--- config.mk ---
export PLATFORM = sky130hd
export DESIGN_NAME = bcd_divider
export DESIGN_NICKNAME = d
export VERILOG_FILES = /design/src/rtl/bcd_divider.sv
export SDC_FILE = /design/constraint.sdc
export NUM_CORES = 1
export LEC_CHECK = 0
export CAP_MARGIN = 20
export CORE_ASPECT_RATIO = 1.1
export CORE_UTILIZATION = 52
export DETAILED_ROUTE_END_ITERATION = 6
export PLACE_DENSITY_LB_ADDON = 0.15
export SLEW_MARGIN = 15
export SYNTH_ARGS = -nofsm -noshare
export SYNTH_HDL_FRONTEND = slang
export SYNTH_SLANG_ARGS = --single-unit
--- constraint.sdc ---
create_clock -name clk -period 7.4 [get_ports clk]
set_input_delay 1.11 -clock clk [delete_from_list [all_inputs] [get_ports clk]]
set_output_delay 1.11 -clock clk [all_outputs]
set_load 0.05 [all_outputs]
--- src/rtl/bcd_divider.sv ---
// ============================================================================
// Module   : bcd_divider
// Brief    : Sequential 4-digit packed-BCD divider. Restoring long division,
//            one BCD digit at a time: shift a dividend digit into the partial
//            remainder, then subtract the divisor repeatedly with BCD borrow.
// Revision : 1.0 - initial release
// ============================================================================
`default_nettype none

module bcd_divider (
  input  logic        clk,
  input  logic        rst,           // asynchronous, active-low
  input  logic        start,
  input  logic [15:0] dividend,
  input  logic [15:0] divisor,
  output logic [15:0] quotient,
  output logic [15:0] remainder,
  output logic        end_division
);

  typedef enum logic [2:0] {
    S_IDLE    = 3'd0,
    S_DZ_WAIT = 3'd1,
    S_DIVZERO = 3'd2,
    S_SHIFT   = 3'd3,
    S_SUB     = 3'd4,
    S_DONE    = 3'd5
  } state_t;

  localparam int unsigned C_DIGITS = 5;   // partial remainder is 5 BCD digits

  state_t      r_state;
  state_t      w_next;

  logic [15:0] r_d;      // captured dividend
  logic [15:0] r_v;      // captured divisor
  logic [19:0] r_rem;    // partial remainder
  logic [15:0] r_q;      // quotient accumulator
  logic [3:0]  r_qd;     // subtractions done for the current digit
  logic [1:0]  r_idx;    // dividend/quotient digit being processed

  logic        w_capture;
  logic [3:0]  w_digit;
  logic [19:0] w_vx;
  logic        w_ge;
  logic [19:0] w_diff;
  logic [4:0]  w_t;
  logic        w_brw;

  // A new division is accepted only from IDLE or DONE
  assign w_capture = start && ((r_state == S_IDLE) || (r_state == S_DONE));

  // Dividend digit selected by the current index, and zero-extended divisor
  assign w_digit = r_d[{r_idx, 2'b00} +: 4];
  assign w_vx    = {4'd0, r_v};

  // Packed BCD orders the same as plain binary, so an unsigned compare suffices
  assign w_ge = (r_rem >= w_vx);

  // Digit-wise BCD subtraction with ripple borrow: r_rem - divisor
  always_comb begin
    w_diff = '0;
    w_t    = '0;
    w_brw  = 1'b0;
    for (int i = 0; i < C_DIGITS; i++) begin
      w_t = {1'b0, r_rem[i*4 +: 4]} - {1'b0, w_vx[i*4 +: 4]} - {4'd0, w_brw};
      w_diff[i*4 +: 4] = w_t[4] ? (w_t[3:0] + 4'd10) : w_t[3:0];
      w_brw = w_t[4];
    end
  end

  // State register
  always_ff @(posedge clk or negedge rst) begin
    if (!rst) begin
      r_state <= S_IDLE;
    end else begin
      r_state <= w_next;
    end
  end

  // Next-state logic
  always_comb begin
    w_next = r_state;
    case (r_state)
      S_IDLE, S_DONE: begin
        if (start) begin
          w_next = (divisor == 16'h0000) ? S_DZ_WAIT : S_SHIFT;
        end
      end
      // Divide-by-zero reports on the second edge after capture
      S_DZ_WAIT: w_next = S_DIVZERO;
      S_DIVZERO: w_next = S_DONE;
      S_SHIFT:   w_next = S_SUB;
      S_SUB: begin
        if (!w_ge) begin
          w_next = (r_idx == 2'd0) ? S_DONE : S_SHIFT;
        end
      end
      default:   w_next = S_IDLE;
    endcase
  end

  // Datapath and result registers; results move only on completion or reset
  always_ff @(posedge clk or negedge rst) begin
    if (!rst) begin
      r_d          <= '0;
      r_v          <= '0;
      r_rem        <= '0;
      r_q          <= '0;
      r_qd         <= '0;
      r_idx        <= '0;
      quotient     <= '0;
      remainder    <= '0;
      end_division <= 1'b0;
    end else begin
      case (r_state)
        S_IDLE, S_DONE: begin
          if (w_capture) begin
            r_d          <= dividend;
            r_v          <= divisor;
            r_rem        <= '0;
            r_q          <= '0;
            r_qd         <= '0;
            r_idx        <= 2'd3;
            end_division <= 1'b0;
          end
        end
        S_DIVZERO: begin
          quotient     <= 16'h9999;
          remainder    <= r_d;
          end_division <= 1'b1;
        end
        S_SHIFT: begin
          r_rem <= {r_rem[15:0], w_digit};
          r_qd  <= 4'd0;
        end
        S_SUB: begin
          if (w_ge) begin
            r_rem <= w_diff;
            r_qd  <= r_qd + 4'd1;
          end else begin
            r_q[{r_idx, 2'b00} +: 4] <= r_qd;
            if (r_idx == 2'd0) begin
              quotient     <= {r_q[15:4], r_qd};
              remainder    <= r_rem[15:0];
              end_division <= 1'b1;
            end else begin
              r_idx <= r_idx - 2'd1;
            end
          end
        end
        default: ;
      endcase
    end
  end

endmodule

`default_nettype wire

==> key figures <==
Route
  – Vias per cell: 5.55
  – Final WL: 14500 um
  – Drc violations: 0
  – Via count: 4705
  – Routed len/inst: 17.1 um
  – Antenna violation net count after detailed routing: 0
  – First drt pass iteration count: 4
  – Drt first-iter violations: 271

STA
  – Setup TNS: 0 ns
  – Rel. slew slack: 33.7%
  – Fmax achieved: 0.142 GHz
  – Final hold violations: 0
  – Minimum clock period: 7.06 ns
  – Max Slew Vio Count: 0
  – Final Cycle Share: 95.4%
  – Clk_skew: 0.00980 ns
  – Setup Viol. Count Final: 0
  – Slew at the pin closest to its max-slew limit: 0.994 ns

Cells and area
  – N_diodes: 0
  – Multi-input logic area: 3230 um2
  – Filler cells: 940
  – Net count reported at finish: 782
  – Commonest non-fill, non-tap cells in the layout: dfrtp_1, nand2_1, clkdlybuf4s50_1, inv_1, nor2_1
  – Synthesis-to-layout area growth: 19.6%
  – Commonest non-fill, non-tap cell in the layout: dfrtp_1
  – Register area: 2650 um2
  – Final Cell Area: 7340 um2
  – Layout cells sized above 1: 9.17%

GRT
  – Largest net degree at the start of global routing: 85
  – Global-route wire length before repair: 23900 um
  – Total GRT Usage: 25.3%
  – Final global-route overflow total: 0
  – Number of global-route vias before repair: 4787
  – Initial antenna violation count: 0

Setup path
  – CP required: 7.63 ns
  – Startpoint class of the critical path: flop
  – Reg-to-reg slack, setup: 0.34 ns
  – Worst Reg2Reg Path Length in Cells: 36
  – Slowest CP cell: fa_1
  – Slowest cell delay on critical path: 0.56 ns
  – Crit path DAT: 7.29 ns
  – Reg2reg start: r_rem[0]$_DFFE_PN0P_
  – Max Fanout on Critical Path: 3
  – Crit end category: flop
  – Critical path class: flop to flop
  – Worst r2r dst: r_rem[19]$_DFFE_PN0P_

Place
  – Final HPWL DP: 10500 um
  – Placer Congestion: 0.865
  – Placed Area: 6960 um2
  – Port buffer count: 67

Synthesis
  – Post-synthesis mux area share: 8.04%
  – Post-synthesis sequential area ratio: 43.2%
  – Synth Net Count: 718
  – Mapped Cells: 630
  – FFs w/ async S/R, synth: 100%
  – Synth Area in Compound Gates: 15.9%
  – Synth Area in Simple Gates: 12.8%
  – Adder-Cell Fraction of Synth Area: 11.7%
  – Largest family of logic cells by synthesized area: compound AO/OA/AOI/OAI gates
  – Post-synth EDFFs: 0
  – Xor and xnor area share after synthesis: 3.14%
  – Post-Syn Area: 6130 um2
  – Mean Syn Cell Area: 9.74 um2
  – Top FF cell, synth: dfrtp_1
  – Unique masters post-synth: 57
  – Yosys warnings: 0
  – Synthesis-stage register bit count: 106

Clock network
  – Worst-Skew Late Latency: 0.35 ns
  – Root Buffer: clkbuf_16
  – H-tree levels: 3
  – Deepest clock path buffer count: 2
  – Clk sinks: 106
  – Hold_buf cts: 0
  – CTS buffer count: 9
  – TritonCTS clock tree: done
  – Reg clk slew, reported paths: 0.07 ns

Die
  – DIE HEIGHT: 116 um
  – Die footprint: 12200 um2
  – Die width: 106 um
  – # rows: 41
  – I/O pins: 68
  – Total core area: 11500 um2
  – Starting Density: 53.4%

Flow run
  – Max Cap Viol: 0

Min path
  – Hold Path Origin: quotient[1]$_DFFE_PN0P_
  – HP Class: flop to flop
  – WHS Path Cells: 2
  – Hold endpoint: quotient[1]$_DFFE_PN0P_

Outcome
  – Outcome: finished clean
## worst max-delay path, delay by kind of cell, from the launching register on
family / cells / cell delay, ns
simple gates: 8 / 1.15
compound gates: 10 / 1.44
flops: 1 / 0.38
buf+inv: 4 / 0.26
xor+xnor: 2 / 0.32
fa+ha+maj: 12 / 3.40
## layer usage
| metal | share of wire [%] | up-vias | GRT usage [%] |
|---|---|---|---|
| li1 | - | 2297 | - |
| met3 | 3.7 | 17 | 2.42 |
| met5 | 0 | - | 0 |
| met2 | 54 | 89 | 47.1 |
| met4 | 2.0 | 0 | 9.72 |
| met1 | 40 | 2302 | 30.4 |
## through the flow
stage / instances / hold slack, ns / setup WS (ns) / util (%)
final: 848 / 0.478 / 0.338 / 63.9
after global routing: 848 / 0.515 / -0.0213 / 63.9
after CTS: 844 / 0.484 / 0.0291 / 63.0
after detailed placement: 829 / 0.467 / 0.0408 / 60.6
after global placement: 829 / 0.463 / 0.325 / 60.6
after floorplan: 630 / 0.465 / 0.158 / -
## synthesized netlist by cell type (all sizes together), types with 2 or more instances
| cell type | instances | area, um2 |
|---|---|---|
| a211o | 3 | 26.3 |
| a211oi | 2 | 20.0 |
| a21o | 7 | 52.6 |
| a21oi | 46 | 245 |
| a22oi | 14 | 105 |
| a31oi | 2 | 12.5 |
| a32o | 4 | 40.0 |
| and3 | 4 | 25.0 |
| and3b | 2 | 17.5 |
| buf | 10 | 50.1 |
| clkbuf | 17 | 63.8 |
| dfrtp | 106 | 2650 |
| fa | 6 | 120 |
| ha | 47 | 588 |
| inv | 54 | 203 |
| mux2 | 20 | 233 |
| mux2i | 17 | 170 |
| mux4 | 4 | 90.1 |
| nand2 | 70 | 263 |
| nand2b | 7 | 43.8 |
| nand3b | 5 | 37.5 |
| nand4 | 3 | 18.8 |
| nor2 | 48 | 180 |
| nor2b | 4 | 25.0 |
| nor3 | 5 | 47.5 |
| nor3b | 3 | 22.5 |
| nor4 | 6 | 52.6 |
| o211ai | 3 | 22.5 |
| o21a | 2 | 15.0 |
| o21ai | 68 | 344 |
| o31ai | 3 | 22.5 |
| or4 | 2 | 18.8 |
| xnor2 | 15 | 131 |
| xor2 | 7 | 61.3 |
## how the worst max path moves through the flow
stage	startpoint	end	slack [ns]	cells after the start
global route	r_rem[0]$_DFFE_PN0P_	r_rem[19]$_DFFE_PN0P_	-0.02	35
finish	r_rem[0]$_DFFE_PN0P_	r_rem[19]$_DFFE_PN0P_	0.34	36
global placement	r_rem[0]$_DFFE_PN0P_	r_rem[19]$_DFFE_PN0P_	0.32	36
CTS	r_rem[0]$_DFFE_PN0P_	r_rem[19]$_DFFE_PN0P_	0.03	36
detailed placement	r_rem[0]$_DFFE_PN0P_	r_rem[19]$_DFFE_PN0P_	0.04	36
floorplan	r_rem[0]$_DFFE_PN0P_	r_rem[19]$_DFFE_PN0P_	0.16	36
## cell families after synthesis
logic type,count (synthesis)
buf+inv,81
compound gates,162
mux,41
simple gates,164
flops,106
xor+xnor,22
fa+ha+maj,54
## registers in the layout, indices dropped and copies added (netlist names)
register and count:
r_qd 4, r_rem 20, end_division 1, r_v 16
r_q 12, r_state 3, r_d 16, r_idx 2
quotient 16, remainder 16
## timing repair
item                                    in CTS  in global routing
gates resized for setup                      0                 13
endpoints found under the setup margin       0                  3
buffers inserted                             0                  3
## cell type report
type / count / area share, %
clock buffer: 9 / 3.07
clock inverter: 6 / 0.682
inverter: 54 / 2.76
multi-input combinational: 443 / 44.0
sequential: 106 / 36.2
tap: 150 / 2.56
timing repair buffer: 80 / 10.8
Power is not shown: default switching activity piles up to over one toggle a cycle in this logic, so the estimate is an artifact.
